$ cat src/rtl/pipeline_hazard_ctrl_if.sv
// Hazard-control bundle between the ID/EX/MEM pipeline registers and the
// central pipeline controller. The pipeline side (master) presents register
// fields and the debug halt request; the controller (slave) returns enables,
// flushes, comparator forwarding selects and event counters.
interface pipeline_hazard_ctrl_if;
  logic [2:0]  id_rs1;
  logic [2:0]  id_rs2;
  logic        id_uses_rs1;
  logic        id_uses_rs2;
  logic        id_is_branch;
  logic        id_jump;
  logic [2:0]  ex_rd;
  logic [2:0]  mem_rd;
  logic        ex_regwrite;
  logic        mem_regwrite;
  logic        ex_memread;
  logic        mem_memread;
  logic        halt_req;

  logic        pc_write;
  logic        ifid_write;
  logic        ifid_flush;
  logic        idex_flush;
  logic        comparatorMux1Control;
  logic        comparatorMux2Control;
  logic        halt_ack;
  logic [15:0] stall_count;
  logic [15:0] flush_count;

  modport master (
    output id_rs1, id_rs2, id_uses_rs1, id_uses_rs2, id_is_branch, id_jump,
           ex_rd, mem_rd, ex_regwrite, mem_regwrite, ex_memread, mem_memread,
           halt_req,
    input  pc_write, ifid_write, ifid_flush, idex_flush,
           comparatorMux1Control, comparatorMux2Control, halt_ack,
           stall_count, flush_count
  );

  modport slave (
    input  id_rs1, id_rs2, id_uses_rs1, id_uses_rs2, id_is_branch, id_jump,
           ex_rd, mem_rd, ex_regwrite, mem_regwrite, ex_memread, mem_memread,
           halt_req,
    output pc_write, ifid_write, ifid_flush, idex_flush,
           comparatorMux1Control, comparatorMux2Control, halt_ack,
           stall_count, flush_count
  );
endinterface

$ cat src/rtl/pipeline_hazard_ctrl.sv
// Central hazard controller for the 16-bit five-stage core. Detects load-use
// and early-branch hazards, selects decode-comparator forwarding from MEM,
// drives PC/IF-ID enables and flushes, sequences a debug halt that drains the
// pipeline, and keeps saturating stall/flush event counters.
module pipeline_hazard_ctrl (
  input  logic                   clk,
  input  logic                   reset,
  pipeline_hazard_ctrl_if.slave  bus
);

  typedef enum logic [1:0] {
    BOOT   = 2'd0,
    RUN    = 2'd1,
    DRAIN  = 2'd2,
    HALTED = 2'd3
  } state_t;

  state_t      state;
  state_t      next_state;
  logic [1:0]  drain_cnt;
  logic [1:0]  next_drain_cnt;

  logic        m1_ex;
  logic        m2_ex;
  logic        m1_mem;
  logic        m2_mem;
  logic        ex_hit;
  logic        mem_hit;
  logic        stall;
  logic        fwd1;
  logic        fwd2;

  logic        pc_write;
  logic        ifid_write;
  logic        ifid_flush;
  logic        idex_flush;
  logic        mux1_sel;
  logic        mux2_sel;
  logic        halt_ack;
  logic        stall_evt;
  logic        flush_evt;
  logic [15:0] stall_count;
  logic [15:0] flush_count;

  // Source-register matches against the EX and MEM destinations.
  assign m1_ex   = bus.id_uses_rs1 && (bus.id_rs1 == bus.ex_rd);
  assign m2_ex   = bus.id_uses_rs2 && (bus.id_rs2 == bus.ex_rd);
  assign m1_mem  = bus.id_uses_rs1 && (bus.id_rs1 == bus.mem_rd);
  assign m2_mem  = bus.id_uses_rs2 && (bus.id_rs2 == bus.mem_rd);
  assign ex_hit  = m1_ex || m2_ex;
  assign mem_hit = m1_mem || m2_mem;

  // A load in EX blocks any consumer; a branch compares in ID so it also waits
  // on an ALU result still in EX and on a load still in MEM.
  assign stall = (bus.ex_memread && bus.ex_regwrite && ex_hit) ||
                 (bus.id_is_branch && bus.ex_regwrite && ex_hit) ||
                 (bus.id_is_branch && bus.mem_memread && bus.mem_regwrite && mem_hit);

  // MEM ALU results feed the comparator unless a younger EX write to the same
  // register exists (that case is a stall, and the MEM value would be stale).
  assign fwd1 = bus.id_is_branch && bus.mem_regwrite && !bus.mem_memread &&
                m1_mem && !(bus.ex_regwrite && m1_ex);
  assign fwd2 = bus.id_is_branch && bus.mem_regwrite && !bus.mem_memread &&
                m2_mem && !(bus.ex_regwrite && m2_ex);

  // State and drain counter registers.
  always_ff @(posedge clk or posedge reset) begin
    if (reset) begin
      state     <= BOOT;
      drain_cnt <= 2'd0;
    end else begin
      state     <= next_state;
      drain_cnt <= next_drain_cnt;
    end
  end

  // Next-state and pipeline control outputs; the frozen (BOOT/HALTED) values are the defaults.
  always_comb begin
    next_state     = state;
    next_drain_cnt = drain_cnt;
    pc_write       = 1'b0;
    ifid_write     = 1'b0;
    ifid_flush     = 1'b1;
    idex_flush     = 1'b1;
    mux1_sel       = 1'b0;
    mux2_sel       = 1'b0;
    halt_ack       = 1'b0;
    stall_evt      = 1'b0;
    flush_evt      = 1'b0;
    case (state)
      BOOT: begin
        next_state = RUN;
      end
      RUN: begin
        mux1_sel = fwd1;
        mux2_sel = fwd2;
        if (stall) begin
          ifid_flush = 1'b0;
          stall_evt  = 1'b1;
        end else begin
          ifid_write = 1'b1;
          idex_flush = 1'b0;
          if (bus.id_jump) begin
            pc_write  = 1'b1;
            flush_evt = 1'b1;
          end else if (bus.halt_req) begin
            next_state     = DRAIN;
            next_drain_cnt = 2'd3;
          end else begin
            pc_write   = 1'b1;
            ifid_flush = 1'b0;
          end
        end
      end
      DRAIN: begin
        ifid_write     = 1'b1;
        idex_flush     = 1'b0;
        next_drain_cnt = drain_cnt - 2'd1;
        if (drain_cnt == 2'd1) begin
          next_state = HALTED;
        end
      end
      HALTED: begin
        halt_ack = 1'b1;
        if (!bus.halt_req) begin
          next_state = RUN;
        end
      end
      default: begin
        next_state = BOOT;
      end
    endcase
  end

  // Saturating event counters for stalls and jump-induced IF/ID flushes.
  always_ff @(posedge clk or posedge reset) begin
    if (reset) begin
      stall_count <= 16'd0;
      flush_count <= 16'd0;
    end else begin
      if (stall_evt && (stall_count != 16'hFFFF)) begin
        stall_count <= stall_count + 16'd1;
      end
      if (flush_evt && (flush_count != 16'hFFFF)) begin
        flush_count <= flush_count + 16'd1;
      end
    end
  end

  assign bus.pc_write              = pc_write;
  assign bus.ifid_write            = ifid_write;
  assign bus.ifid_flush            = ifid_flush;
  assign bus.idex_flush            = idex_flush;
  assign bus.comparatorMux1Control = mux1_sel;
  assign bus.comparatorMux2Control = mux2_sel;
  assign bus.halt_ack              = halt_ack;
  assign bus.stall_count           = stall_count;
  assign bus.flush_count           = flush_count;

endmodule
$ cat src/flat_wrapper.sv
// flat-port wrapper written by rule: the top's interface ports become plain ports
module pipeline_hazard_ctrl_flat 
  (clk, reset, bus_id_rs1, bus_id_rs2, bus_id_uses_rs1, bus_id_uses_rs2, bus_id_is_branch, bus_id_jump, bus_ex_rd, bus_mem_rd, bus_ex_regwrite, bus_mem_regwrite, bus_ex_memread, bus_mem_memread, bus_halt_req, bus_pc_write, bus_ifid_write, bus_ifid_flush, bus_idex_flush, bus_comparatorMux1Control, bus_comparatorMux2Control, bus_halt_ack, bus_stall_count, bus_flush_count);
  pipeline_hazard_ctrl_if bus_i ();
  input  logic clk;
  input  logic reset;
  input wire logic [$bits(bus_i.id_rs1)-1:0] bus_id_rs1;
  input wire logic [$bits(bus_i.id_rs2)-1:0] bus_id_rs2;
  input wire logic [$bits(bus_i.id_uses_rs1)-1:0] bus_id_uses_rs1;
  input wire logic [$bits(bus_i.id_uses_rs2)-1:0] bus_id_uses_rs2;
  input wire logic [$bits(bus_i.id_is_branch)-1:0] bus_id_is_branch;
  input wire logic [$bits(bus_i.id_jump)-1:0] bus_id_jump;
  input wire logic [$bits(bus_i.ex_rd)-1:0] bus_ex_rd;
  input wire logic [$bits(bus_i.mem_rd)-1:0] bus_mem_rd;
  input wire logic [$bits(bus_i.ex_regwrite)-1:0] bus_ex_regwrite;
  input wire logic [$bits(bus_i.mem_regwrite)-1:0] bus_mem_regwrite;
  input wire logic [$bits(bus_i.ex_memread)-1:0] bus_ex_memread;
  input wire logic [$bits(bus_i.mem_memread)-1:0] bus_mem_memread;
  input wire logic [$bits(bus_i.halt_req)-1:0] bus_halt_req;
  output wire logic [$bits(bus_i.pc_write)-1:0] bus_pc_write;
  output wire logic [$bits(bus_i.ifid_write)-1:0] bus_ifid_write;
  output wire logic [$bits(bus_i.ifid_flush)-1:0] bus_ifid_flush;
  output wire logic [$bits(bus_i.idex_flush)-1:0] bus_idex_flush;
  output wire logic [$bits(bus_i.comparatorMux1Control)-1:0] bus_comparatorMux1Control;
  output wire logic [$bits(bus_i.comparatorMux2Control)-1:0] bus_comparatorMux2Control;
  output wire logic [$bits(bus_i.halt_ack)-1:0] bus_halt_ack;
  output wire logic [$bits(bus_i.stall_count)-1:0] bus_stall_count;
  output wire logic [$bits(bus_i.flush_count)-1:0] bus_flush_count;
  assign bus_i.id_rs1 = bus_id_rs1;
  assign bus_i.id_rs2 = bus_id_rs2;
  assign bus_i.id_uses_rs1 = bus_id_uses_rs1;
  assign bus_i.id_uses_rs2 = bus_id_uses_rs2;
  assign bus_i.id_is_branch = bus_id_is_branch;
  assign bus_i.id_jump = bus_id_jump;
  assign bus_i.ex_rd = bus_ex_rd;
  assign bus_i.mem_rd = bus_mem_rd;
  assign bus_i.ex_regwrite = bus_ex_regwrite;
  assign bus_i.mem_regwrite = bus_mem_regwrite;
  assign bus_i.ex_memread = bus_ex_memread;
  assign bus_i.mem_memread = bus_mem_memread;
  assign bus_i.halt_req = bus_halt_req;
  assign bus_pc_write = bus_i.pc_write;
  assign bus_ifid_write = bus_i.ifid_write;
  assign bus_ifid_flush = bus_i.ifid_flush;
  assign bus_idex_flush = bus_i.idex_flush;
  assign bus_comparatorMux1Control = bus_i.comparatorMux1Control;
  assign bus_comparatorMux2Control = bus_i.comparatorMux2Control;
  assign bus_halt_ack = bus_i.halt_ack;
  assign bus_stall_count = bus_i.stall_count;
  assign bus_flush_count = bus_i.flush_count;
  pipeline_hazard_ctrl u_core (.clk(clk), .reset(reset), .bus(bus_i));
endmodule
$ cat config.mk
export PLATFORM = sky130hd
export DESIGN_NAME = pipeline_hazard_ctrl_flat
export DESIGN_NICKNAME = d
export VERILOG_FILES = /design/src/rtl/pipeline_hazard_ctrl_if.sv /design/src/rtl/pipeline_hazard_ctrl.sv /design/src/flat_wrapper.sv
export SDC_FILE = /design/constraint.sdc
export NUM_CORES = 1
export LEC_CHECK = 0
export CORE_AREA = 2 2 83 85
export CTS_CLUSTER_DIAMETER = 200
export DETAILED_ROUTE_END_ITERATION = 8
export DIE_AREA = 0 0 85 87
export DONT_BUFFER_PORTS = 1
export SLEW_MARGIN = 20
export SYNTH_ARGS = -nofsm -noshare
export SYNTH_HDL_FRONTEND = slang
export SYNTH_SLANG_ARGS = --single-unit
$ cat constraint.sdc
create_clock -name clk -period 1.8 [get_ports clk]
set_input_delay 0.09 -clock clk [delete_from_list [all_inputs] [get_ports clk]]
set_output_delay 0.09 -clock clk [all_outputs]
set_load 0.01 [all_outputs]
# After elaboration in Yosys (flattened, before gate mapping)
# Index checks and enable logic that the tools add are counted.
[totals]
wordCells = 83
ff_bits = 36
out_inout_bits = 39
[op_classes]
n_reduce_logical = 32
n_eq_ne = 15
n_addsub = 3
mux = 29
[op_table]
columns = ["operator", "count"]
rows = [
  ["16-bit by 1-bit adder with 16-bit output, second input constant", 2],
  ["16-bit != test, second input constant", 2],
  ["1-bit logical AND", 21],
  ["1-bit two-way mux", 17],
  ["2-bit two-way mux", 8],
  ["3-bit equality test", 4],
  ["2-bit != test, second input constant", 4],
  ["2-bit one-hot mux with 4 select lines", 1],
  ["5-bit AND reduction", 1],
  ["2-bit by 1-bit equality test with 1-bit output, second input constant", 2],
  ["2-bit equality test, second input constant", 2],
  ["1-bit logical OR", 4],
  ["1-bit one-hot mux with 2 select lines", 2],
  ["2-bit one-hot mux with 2 select lines", 1],
  ["4-bit AND reduction", 1],
  ["1-bit logical NOT", 3],
  ["2-bit logical NOT", 1],
  ["2-bit by 1-bit != test with 1-bit output, second input constant", 1],
  ["2-bit nonzero test", 1],
  ["2-bit by 1-bit subtractor with 2-bit output, second input constant", 1],
]

# Logic depth before layout (Yosys ltp)
# Gate-level depths: netlist of the first run.
[depth]
ltp_word = 9
depth_mapped = 7

# Worst setup path before layout of the first run
# OpenSTA, ideal clock, no wires.
[synth_path]
path_kind = "flip-flop to flip-flop"
startpoint = "register u_core.stall_count[5], in the netlist u_core.bus.stall_count[5]"
endpoint = "register u_core.stall_count[1], in the netlist u_core.bus.stall_count[1]"
period_less_slack_ns = 1.909
slack_ns = -0.109
t_arrival_ns = 1.784
path_stages_with_launch = 6
setup_ns = 0.125
cell_sequence = "dfrtp_1 and4_4 nand4_4 or4_4 nand3_1 mux2_2"
[synth_via]
elab_chain_len = 2
[synth_lines]
columns = ["item", "line", "rtl"]
rows = [
  ["from (decl)", "pipeline_hazard_ctrl.sv:42", "logic [15:0] stall_count;"],
  ["from (signal assigned)", "pipeline_hazard_ctrl.sv:142", "stall_count <= stall_count + 16'd1;"],
  ["16-bit != test", "pipeline_hazard_ctrl.sv:141", "if (stall_evt && (stall_count != 16'hFFFF)) begin"],
  ["1-bit logical AND", "pipeline_hazard_ctrl.sv:141", ""],
]
# No other way between the ends.
# A chain may end at the register's enable or synchronous reset.

# Worst setup path after layout of the first run
[layout_path]
startpoint = "register u_core.state[0]"
endpoint = "output bus_comparatorMux2Control"
[layout_via]
elab_chain_len = 2
[layout_lines]
columns = ["item", "line", "rtl"]
rows = [
  ["from (decl)", "pipeline_hazard_ctrl.sv:18", "state_t state;"],
  ["from (signal assigned)", "pipeline_hazard_ctrl.sv:72", "state <= next_state;"],
  ["2-bit by 1-bit equality test with 1-bit output", "pipeline_hazard_ctrl.sv:90", "case (state)"],
  ["1-bit two-way mux", "pipeline_hazard_ctrl.sv:90", ""],
  ["to (decl)", "flat_wrapper.sv:25", "output wire logic [$bits(bus_i.comparatorMux2Control)-1:0] bus_comparatorMux2Control;"],
]
# No other way between the ends.

==> flow_summary_export.csv, run 1 <==
group,metric,value,unit
outcome,status,"complete, no violations",
routing,wl_per_cell,15.6,µm
synth,synth_flop_cell,"dfrtp_1",
critical_path,worstPathMaxFanout,14,
die,fp.dieW,85,µm
global_route,antenna_found_initial,0,
clock_tree,root_buffer,"clkbuf_8",
placement,dp_hpwl,3960,µm
clock_tree,tritoncts,"yes",
power,swShare,34.8,%
clock_tree,cts_buffer_depth,2,
clock_tree,cts_buffers,5,
timing,slew_headroom,63.5,%
placement,placed_cell_area,2660,µm²
global_route,grt_pass1_wl,9050,µm
power,combPwrFrac,41.8,%
synth,syn_avg_cell_area,10.1,µm²
flow_run,drv_cap,0,
synth,synth_nets,249,
timing,fin_skew,0.00703,ns
power,leakagePower,1.32,nW
timing,max_freq,574,MHz
synth,syn_inst,219,
power,pwr-share-clk,25.3,%
die,num_rows,30,
power,p_sw,1.08,mW
routing,ant_nets,0,
worst_hold_path,hp-class,"input port to register",
critical_path,crit_chain,"ha_4, buf_12, nand3_2, a2111oi_4, buf_4",
die,dieHeight,87,µm
die,start_util,33.7,%
timing,setup_tns,0,ns
timing,final_hold_viol_count,0,
global_route,grt_max_degree,37,
synth,synth_top_area_share,40.7,%
power,internal-power,2.02,mW
cells_and_area,nNetsFinal,300,
critical_path,critPathTopFamily,"flip-flops",
critical_path,end_kind,"output pin",
placement,port_buffers,0,
critical_path,critPathRequiredTime,1.71,ns
synth,yosys_warnings,0,
clock_tree,clk_pin_slew,0.07,ns
routing,first_pass_iters,4,
synth,ys_top_cells_by_area,"dfrtp_1 41%, xnor2_1 11%, nand4_2 5.6%, xor2_1 5.5%, ha_1 4.0%",
timing,tightest_slew,0.541,ns
global_route,grt_usage,15.3,%
critical_path,crit_slowest_cell,"dfrtp_2",
clock_tree,ctsHtreeMaxLevel,2,
cells_and_area,area_growth,32.7,%
placement,place.gp.congestion,0.782,
critical_path,crit_arrival,1.65,ns
global_route,grt_pass1_vias,1897,
routing,via_count,1814,
global_route,grt_overflow,0,
cells_and_area,fin_area,2940,µm²
synth,synth.top_cells.by_count,"36 x dfrtp_1, 28 x xnor2_1, 18 x nand2_1",
synth,syn-cell-area,2220,µm²
timing,drv_slew,0,
clock_tree,clock_sink_count,36,
placement,placed_cells,339,
cells_and_area,n_antenna_cell,0,
critical_path,worstSetupPathType,"register to output pin",
routing,viasPerCell,5.17,
critical_path,crit_path_max_incr_delay,0.45,ns
critical_path,crit_path_start_kind,"register",
critical_path,crit_buf_inv,2,
clock_tree,clock_latency,0.29,ns
synth,async_flop_share,100,%
routing,wl,5480,µm
synth,ys_seq_area_share,40.7,%
timing,fin_crit_sh,96.8,%
synth,yosysTopAreaCell,"dfrtp_1",
die,coreArea,6570,µm²
cells_and_area,finalNonFillerCells,351,
power,powerDensity,1050,nW/µm²
timing,min_period,1.74,ns
synth,synthMostInstantiatedCell,"dfrtp_1",
timing,rsz0062_at_grt,"yes",
synth,synth_cell_types,39,
routing,drc,0,
timing,holdWs,0.0365,ns
synth,ys_seq_elements,36,
die,io_pins,62,
cells_and_area,drive_gt1_share,35.4,%
power,max-vdd-ir-drop,0.000651,V
cells_and_area,final_core_util,44.8,%
die,die_area,7400,µm²
power,seq_power_share,32.9,%
timing,final-setup-viol-count,0,
synth,synth_edf_count,0,
routing,drtIter0Drc,92,
==> timing repair <==
action,CTS,global route
pin swaps,1,1
gates resized for setup,7,15
endpoints found under the hold margin,38,0
setup endpoints to repair,2,25
setup buffers,0,1
hold buffers,2,0
gates cloned,1,0
==> layer usage <==
layer,up-vias,wire (µm),global-route usage (%)
li1,888,-,-
met1,860,2490,19.6
met2,59,2520,25.2
met3,7,402,4.74
met4,0,59,3.90
met5,-,0,0
==> power groups by stage <==
| stage | Clock, mW | Combinational (mW) | Sequential (mW) |
|---|---|---|---|
| 2_1_floorplan | 0 | 0.645 | 1.10 |
| 3_3_place_gp | 0 | 1.11 | 1.02 |
| 3_5_place_dp | 0 | 1.12 | 1.02 |
| 4_1_cts | 0.807 | 1.27 | 1.01 |
| 5_1_grt | 0.842 | 1.41 | 1.04 |
| 6_report | 0.784 | 1.29 | 1.02 |
==> state kept, by name, summed over array words and instances (netlist names) <==
name	flops
u_core.bus.flush_count	16
u_core.state	2
u_core.drain_cnt	2
u_core.bus.stall_count	16
==> worst register-to-register path, stage by stage (launching register included) <==
cell	delay [ns]
dfrtp_1	0.39
and4_1	0.24
nand4_1	0.13
nor2_1	0.08
a41o_2	0.34
nor4_2	0.31
xor2_1	0.17
==> placed cells by master, fill, tap and decap left out, types with 2 or more instances in the layout <==
cell type      instances
nor4_2                 5
nor4_1                 2
nor3_1                 3
a32oi_1                2
buf_12                 2
o21ai_0                3
dfrtp_1               34
and3_1                 6
nand2_1               17
buf_4                 45
and3_2                 2
nand3_2                3
dfrtp_2                2
xor2_1                14
ha_1                   5
dlygate4sd3_1          2
a21oi_1                4
nor3b_1                2
nor2_1                15
nand4_1                6
nand4_2               10
nor3_2                 3
xnor2_1               28
inv_1                  8
and4_1                 2
nand3_1               12
clkbuf_8               7
o211ai_1               2
==> per-stage QoR <==
stage / total power, mW / setup WS [ns]
after floorplan: 1.74 / -0.0648
after global placement: 2.12 / 0.0204
after detailed placement: 2.14 / 0.00876
after CTS: 3.09 / 0.000804
after global routing: 3.29 / -0.0449
final: 3.09 / 0.0572
==> layout make-up <==
class / instances / area [µm²]
fill: 593 / 3630
tap: 80 / 100
clock inverter: 1 / 30.0
sequential: 36 / 903
multi-input combinational: 167 / 1340
timing repair buffer: 51 / 442
inverter: 9 / 33.8
clock buffer: 7 / 96.3
==> path summary, 6_finish.rpt <==
kind / cells after the start / startpoint / end / slack [ns]
worst min-delay path: 2 / bus_id_jump / u_core.drain_cnt[0] / 0.04
worst min register to register: 1 / u_core.drain_cnt[0] / u_core.drain_cnt[0] / 0.51
worst max register to register: 6 / u_core.bus.flush_count[4] / u_core.bus.flush_count[12] / 0.07
min in group asynchronous: 3 / reset / u_core.bus.flush_count[13] / 0.35
worst max-delay path: 5 / u_core.state[0] / bus_comparatorMux2Control / 0.06
max in group asynchronous: 3 / reset / u_core.bus.stall_count[5] / 1.09
==> kinds of logic (layout without fill, tap and decap cells) <==
group | after synthesis | count (layout) | synth area share, %
compound gates | 18 | 18 | 5.70
buf+inv | 16 | 68 | 3.67
fa+ha+maj | 7 | 7 | 3.95
flops | 36 | 36 | 40.7
simple gates | 98 | 98 | 28.4
xor+xnor | 42 | 42 | 16.6
mux | 2 | 2 | 1.02
No activity file was read; power rests on OpenSTA's default activity.
==> run 2: changes to the inputs <==
- clock period: 1.8 -> 1.7 ns (I/O delays scaled with it)
==> run 2 against run 1 <==
Compared with the run above: the flow now finishes with violations (negative setup slack); critical path depth did not move; clock power fell by 17%; highest routed layer unchanged; worst setup slack got worse by 0.10 ns; critical path type is now register to register.
==> flow_summary_export.csv, run 2 (synthesis gave the netlist of run 1 again) <==
group,metric,value,unit
clock_tree,clk_pin_slew,0.07,ns
power,powerDensity,1040,nW/µm²
critical_path,critPathRequiredTime,1.87,ns
placement,placed_cells,349,
global_route,antenna_found_initial,0,
outcome,failed_checks,"negative setup slack",
placement,pre_cts_slack,-0.0804,ns
cells_and_area,final_cell_mix,"57 x buf_4, 35 x dfrtp_1, 27 x xnor2_1",
worst_hold_path,hp-class,"input port to register",
timing,max_freq,572,MHz
cells_and_area,nNetsFinal,312,
critical_path,worstRegToRegCells,5,
timing,setup_tns,-0.154,ns
timing,slew_headroom,58.0,%
clock_tree,ctsHtreeMaxLevel,2,
die,fp.dieW,85,µm
timing,tightest_slew,0.623,ns
clock_tree,tritoncts,"yes",
routing,drtIter0Drc,85,
placement,dp_hpwl,4070,µm
clock_tree,cts_buffer_depth,2,
routing,via_count,1888,
routing,wl,5550,µm
timing,rsz0062_at_grt,"yes",
timing,fin_crit_sh,103,%
clock_tree,clock_sink_count,36,
critical_path,end_kind,"register",
critical_path,r2r-start,"u_core.bus.stall_count[7]",
critical_path,crit_arrival,1.92,ns
global_route,grt_pass1_vias,1964,
timing,fin_skew,0.00256,ns
worst_hold_path,holdPathEnd,"u_core.drain_cnt[0]",
die,die_area,7400,µm²
worst_hold_path,worstHoldStart,"bus_id_jump",
die,num_rows,30,
critical_path,crit_path_start_kind,"register",
timing,worst_slack,-0.0474,ns
die,start_util,33.7,%
power,power,3.16,mW
critical_path,worstPathMaxFanout,7,
global_route,grt_pass1_wl,9010,µm
clock_tree,clock_latency,0.28,ns
cells_and_area,n_antenna_cell,0,
worst_hold_path,min_path_cells,2,
power,leakagePower,1.38,nW
critical_path,worstSetupPathType,"register to register",
die,io_pins,62,
power,max-vdd-ir-drop,0.000560,V
placement,place.gp.congestion,0.760,
outcome,status,"finished with violations",
timing,final-setup-viol-count,11,
die,dieHeight,87,µm
global_route,grt_max_degree,37,
cells_and_area,nFillCells,611,
clock_tree,root_buffer,"clkbuf_8",
timing,drv_slew,0,
global_route,grt_overflow,0,
timing,min_period,1.75,ns
routing,first_pass_iters,6,
die,coreArea,6570,µm²
placement,port_buffers,0,
critical_path,worstReg2RegEnd,"u_core.bus.stall_count[1]",
critical_path,r2r_setup_slack,-0.05,ns
clock_tree,cts_buffers,5,
routing,wl_per_cell,15.3,µm
global_route,grt_usage,15.1,%
timing,final_hold_viol_count,0,
routing,viasPerCell,5.22,
routing,ant_nets,0,
cells_and_area,drive_gt1_share,41.1,%
cells_and_area,finalNonFillerCells,362,
flow_run,drv_cap,0,
cells_and_area,register_area,902,µm²
cells_and_area,area_growth,37.8,%
cells_and_area,multi_input_area,1410,µm²
routing,drc,0,
cells_and_area,layout_commonest_cell,"buf_4",
cells_and_area,top_regs,"u_core.bus.flush_count: 16 flops, u_core.bus.stall_count: 16 flops",
run 2: power by group:
group	switching [mW]	total, mW	internal, mW
clock	0.291	0.652	0.361
combinational	0.802	1.45	0.646
sequential	0.0785	1.06	0.985
run 2: routing by layer:
layer / vias to the layer above / track usage [%] / part of all wire, %
met4: 0 / 4.62 / 2.0
met2: 51 / 26.5 / 51
li1: 906 / - / -
met3: 12 / 4.45 / 6.1
met5: - / 0 / 0
met1: 919 / 17.8 / 41
run 2: how the worst max path moves through the flow:
stage	from	endpoint	slack, ns	cells after the start
after floorplan	u_core.bus.stall_count[6]	u_core.bus.stall_count[1]	-0.16	5
after global placement	u_core.bus.stall_count[8]	u_core.bus.stall_count[1]	-0.05	5
after detailed placement	u_core.bus.stall_count[5]	u_core.bus.stall_count[1]	-0.08	5
after CTS	u_core.bus.stall_count[8]	u_core.bus.stall_count[5]	-0.04	6
after global routing	u_core.bus.stall_count[7]	u_core.bus.stall_count[14]	-0.12	6
final	u_core.bus.stall_count[7]	u_core.bus.stall_count[1]	-0.05	5
run 2: critical path, cell delays in order, from the launching register on:
cell,delay [ns]
dfrtp_1,0.35
and4_4,0.24
nand4_4,0.10
or4_4,0.55
nand3_4,0.09
mux2_4,0.29
run 2: cell type report:
type / instances / share of cell area (%)
clock buffers: 7 / 3.16
inverters: 9 / 1.11
flip-flops and latches: 36 / 29.5
repair buffers: 63 / 16.7
multi-input cells: 167 / 46.2
well taps: 80 / 3.28
run 2: repair_timing:
action                                  4_1_cts  5_1_grt
hold buffers                                  2        0
buffers inserted                              4        0
cloned                                        0        0
hold endpoints to repair                     38        0
endpoints found under the setup margin       19       35
resized for setup                             9       28
pin swaps                                     2        4
run 2: through the flow:
step | hold WS, ns | area [µm²] | util [%]
after global routing | 0.0265 | 3050 | 46.5
final | 0.0116 | 3050 | 46.5
after detailed placement | 0.126 | 2740 | 41.7
after CTS | 0.00664 | 2930 | 44.5
after global placement | 0.123 | 2740 | 41.7
after floorplan | 0.240 | 2230 | -
